--- config.mk ---
export PLATFORM = sky130hd
export DESIGN_NAME = decoder_seq_n
export DESIGN_NICKNAME = d
export VERILOG_FILES = /design/src/rtl/decoder_seq_n.sv
export SDC_FILE = /design/constraint.sdc
export NUM_CORES = 1
export LEC_CHECK = 0
export ABC_AREA = 1
export CORE_MARGIN = 2
export CORE_UTILIZATION = 50
export DETAILED_ROUTE_END_ITERATION = 8
export GPL_ROUTABILITY_DRIVEN = 0
export HOLD_SLACK_MARGIN = 0.05
export PLACE_DENSITY = 0.81
export SKIP_LAST_GASP = 1
export SLEW_MARGIN = 5
export SYNTH_ARGS = -nofsm -noshare
export SYNTH_HDL_FRONTEND = slang
export SYNTH_SLANG_ARGS = --single-unit
--- constraint.sdc ---
create_clock -name clk -period 1.9 [get_ports clk]
set_input_delay 0.19 -clock clk [delete_from_list [all_inputs] [get_ports clk]]
set_output_delay 0.19 -clock clk [all_outputs]
set_load 0.03 [all_outputs]
--- src/rtl/decoder_seq_n.sv ---
// decoder_seq_n: registered binary-to-one-hot decoder with a scan mode.
//
// Direct mode decodes `in` onto the one-hot `out`. Scan mode steps the
// one-hot line through all OUTS positions, starting at `in`. Each line is
// held for dwell+1 cycles.
//
// Ports:
//   clk    rising-edge clock
//   rst_n  synchronous active-low reset
//   en     block enable; 0 clears all outputs on the next edge
//   mode   0 = direct decode, 1 = scan
//   in     direct-mode select / scan-mode start index
//   load   scan-mode restart strobe (ignored in direct mode)
//   dwell  extra hold cycles per scanned line
//   out    registered one-hot output, or all zero
//   idx    binary index of the asserted line
//   valid  high whenever out is non-zero
//   wrap   one-cycle pulse when the scan steps from OUTS-1 to 0
module decoder_seq_n #(
  parameter int SEL_W   = 3,
  parameter int DWELL_W = 4
) (
  input  logic                  clk,
  input  logic                  rst_n,
  input  logic                  en,
  input  logic                  mode,
  input  logic [SEL_W-1:0]      in,
  input  logic                  load,
  input  logic [DWELL_W-1:0]    dwell,
  output logic [(1<<SEL_W)-1:0] out,
  output logic [SEL_W-1:0]      idx,
  output logic                  valid,
  output logic                  wrap
);

  localparam int OUTS = 1 << SEL_W;

  typedef enum logic [1:0] {
    ST_OFF,
    ST_DIRECT,
    ST_SCAN
  } state_t;

  state_t              state_q, state_d;
  logic [OUTS-1:0]     out_q, out_d;
  logic [SEL_W-1:0]    idx_q, idx_d;
  logic                valid_q, valid_d;
  logic                wrap_q, wrap_d;
  logic [DWELL_W-1:0]  cnt_q, cnt_d;
  logic [DWELL_W-1:0]  dwell_q, dwell_d;

  always_ff @(posedge clk) begin
    if (!rst_n) begin
      state_q <= ST_OFF;
      out_q   <= '0;
      idx_q   <= '0;
      valid_q <= 1'b0;
      wrap_q  <= 1'b0;
      cnt_q   <= '0;
      dwell_q <= '0;
    end else begin
      state_q <= state_d;
      out_q   <= out_d;
      idx_q   <= idx_d;
      valid_q <= valid_d;
      wrap_q  <= wrap_d;
      cnt_q   <= cnt_d;
      dwell_q <= dwell_d;
    end
  end

  always_comb begin
    state_d = ST_OFF;
    idx_d   = '0;
    valid_d = 1'b0;
    wrap_d  = 1'b0;
    cnt_d   = '0;
    dwell_d = dwell_q;
    out_d   = '0;

    if (!en)
      state_d = ST_OFF;
    else if (mode)
      state_d = ST_SCAN;
    else
      state_d = ST_DIRECT;

    unique case (state_d)
      ST_OFF: begin
        idx_d   = '0;
        valid_d = 1'b0;
      end
      ST_DIRECT: begin
        idx_d   = in;
        valid_d = 1'b1;
      end
      ST_SCAN: begin
        valid_d = 1'b1;
        // Entry and load restart the line. This branch wins over a
        // pending step, so wrap stays low even when restarting at 0.
        if (state_q != ST_SCAN || load) begin
          idx_d   = in;
          dwell_d = dwell;
        end else if (cnt_q == dwell_q) begin
          // Line boundary: the only point where a new dwell is picked up.
          idx_d   = idx_q + SEL_W'(1);
          dwell_d = dwell;
          wrap_d  = &idx_q;
        end else begin
          idx_d   = idx_q;
          cnt_d   = cnt_q + DWELL_W'(1);
        end
      end
      default: begin
        idx_d   = '0;
        valid_d = 1'b0;
      end
    endcase

    if (valid_d)
      out_d[idx_d] = 1'b1;
  end

  assign out   = out_q;
  assign idx   = idx_q;
  assign valid = valid_q;
  assign wrap  = wrap_q;

endmodule

==> impl_metrics.ini <==
[clocking]
numCtsBuffers = 3
cts_max_level = 1
ctsHoldBuffers = 0
cts_max_path_buffers = 2
cts_resized = 0
path_clk_slew_ns = 0.12
clock_sinks = 23
tritoncts = built
root_buffer = clkbuf_4
post_cts_buffers = 0
clk_latency_ns = 0.31

[grt]
antenna_found_initial = 0
grt_pass1_vias = 749
grt_use_total = 0.191
grt_max_degree = 13
grt_overflow = 0
grt_pass1_wl_mm = 2.98

[setup_path]
worstPathArrival_ns = 1.41
path_class = reg -> out
path_buf_inv = 1
timing.rr.end = out[7]
cp-end-kind = output pin
crit_chain = clkdlybuf4s50_1
cp.required_ns = 1.71
rr_startpoint = cnt_q[1]
cp_slowest_stage_delay_ns = 0.70
reg2regPathDepth = 10
critPathSlowestCell = clkdlybuf4s50_1
critical_path.top_delay_family = buffers and inverters
startpoint_type = flip-flop
path_max_fanout = 3
r2r_slack_ns = 0.44

[sta]
whs_ns = 0.467
slew_headroom = 0.793
setup-tns-final_ns = 0
finClkSkew_ns = 0.0110
clock.fmax_mhz = 624
rsz0062_at_grt = no
period_share = 0.843
setup_viol = 0
hold_viol = 0
slew_viol_final = 0
worstMarginPinSlew_ns = 0.310
fin_crit_ns = 1.60

[job]
drv_cap = 0

[placed_design]
numPortBuffers = 24
dp_hpwl_mm = 1.49

[pwr]
max-vdd-ir-drop_v = 0.000570
pwr-share-seq = 0.577
power_density_mw_per_mm2 = 684
p_sw_frac = 0.265
p_sw_uw = 233
p_leak_nw = 0.542
internal_power_uw = 645
power.share.clock = 0.251
pwr-share-comb = 0.171

[die]
die_w_um = 48.2
die_area_sq_mm = 0.00232
die_y_um = 48.2
rows = 15
core-area_sq_mm = 0.00178
io_pins = 25
start_util = 0.548

[route]
drcViolationCount = 0
drtAntennaViolNets = 0
routed_wl_mm = 1.84
viasPerCell = 4.62
wl_per_cell_um = 10.3
drt_first_pass_iters = 4
first_iter_violations = 14
dr_total_vias = 822

[synth]
synth_fp_nets = 139
seq_area_frac_synth = 0.471
synth_top_area_share = 0.471
yosys-top-cells-area = dfxtp_1 47%, nor2_1 9.2%, nand2_1 8.8%, inv_1 6.1%, ha_1 3.8%
synthCells = 124
yosys_warnings = 0
synth_seq_cells = 23
netlist_area_sq_um = 977
synth.distinct_cells = 20
syn_area_per_cell_sq_um = 7.88
synth_top_cell_by_area = dfxtp_1

[worst_hold_path]
hold_class = in -> reg
hold_path_startpoint = dwell[1]
whs_path_depth = 3
min_to = dwell_q[1]

[final_layout]
fillerInstances = 151
antennaDiodeCount = 0
finalNetCount = 169
area_delta_synth_final_pct = 31.2
regArea_sq_um = 460
drive_gt1_frac = 0.137
multi_input_area_sq_um = 445

[outcome]
status = finished, final reports clean
==> routing by layer <==
metal	global-route usage	up-vias	routed length, um
met5	0	-	0
met4	0.0811	0	31
met3	0.0444	4	73
met2	0.318	19	841
met1	0.234	357	891
li1	-	442	-
==> state kept, by name, indices dropped and copies added, names as in the netlist <==
register,flops
idx,3
cnt_q,4
out,8
dwell_q,4
wrap,1
state_q,2
valid,1
==> cells by family after synthesis <==
family | count (synthesis) | share of synthesized area
compound gates | 13 | 0.0807
simple gates | 63 | 0.310
flops | 23 | 0.471
buf+inv | 19 | 0.0730
fa+ha+maj | 3 | 0.0384
xor+xnor | 3 | 0.0269
==> worst max-delay path by stage <==
stage,depth (start not counted),startpoint,to
after detailed placement,8,load,out[4]
final,1,idx[0],idx[0]
after floorplan,7,idx[1],out[0]
after CTS,1,idx[0],idx[0]
after global placement,8,load,out[7]
after global routing,1,idx[0],idx[0]
==> placed cells by master (no fill, tap or decap) <==
master / n
nor2_1: 24
clkdlybuf4s50_1: 24
nand2_1: 23
dfxtp_1: 23
inv_1: 16
nand2_2: 5
a21oi_1: 5
nand3_1: 4
inv_2: 3
a21oi_2: 3
ha_1: 3
clkbuf_4: 3
nor2_4: 2
o21ai_0: 2
xnor2_1: 2
nand3_2: 2
o21ai_1: 2
nand2_4: 1
nor3_4: 1
nor3_1: 1
xor2_1: 1
o211ai_1: 1
clkbuf_1: 1
buf_4: 1
==> synthesized netlist by cell type <==
cell      count
nor3_4        1
o21ai_0       2
ha_1          3
dfxtp_1      23
nand2_4       1
a21oi_2       3
nand3_1       4
nor2_4        2
nand3_2       2
inv_2         3
o211ai_1      1
nor3_1        1
o21ai_1       2
a21oi_1       5
xnor2_1       2
nand2_2       5
inv_1        16
nand2_1      23
nor2_1       24
xor2_1        1
==> through the flow <==
stage                     instance area (sq um)  worst slack, ns  utilization  std cells  power (mW)
after floorplan                             977            0.422            -        124       0.609
after global placement                     1260            0.245        0.705        174       0.664
after detailed placement                   1260            0.210        0.705        174       0.668
after CTS                                  1280            0.292        0.719        178       0.883
after global routing                       1280            0.227        0.719        178       0.925
final                                      1280            0.298        0.719        178       0.878
==> power by group through the flow <==
stage	registers (mW)	clock network [mW]	logic (mW)
final	0.507	0.221	0.150
after detailed placement	0.518	0	0.150
after floorplan	0.533	0	0.0759
after global placement	0.517	0	0.147
after global routing	0.509	0.250	0.165
after CTS	0.507	0.226	0.151
==> layout make-up <==
| cell class | count | share of cell area |
|---|---|---|
| clock buffers | 4 | 0.0205 |
| inverters | 19 | 0.0556 |
| multi-input cells | 82 | 0.347 |
| flip-flops and latches | 23 | 0.359 |
| well taps | 25 | 0.0244 |
| repair buffers | 25 | 0.193 |
Power figures use the tool's default switching activity.
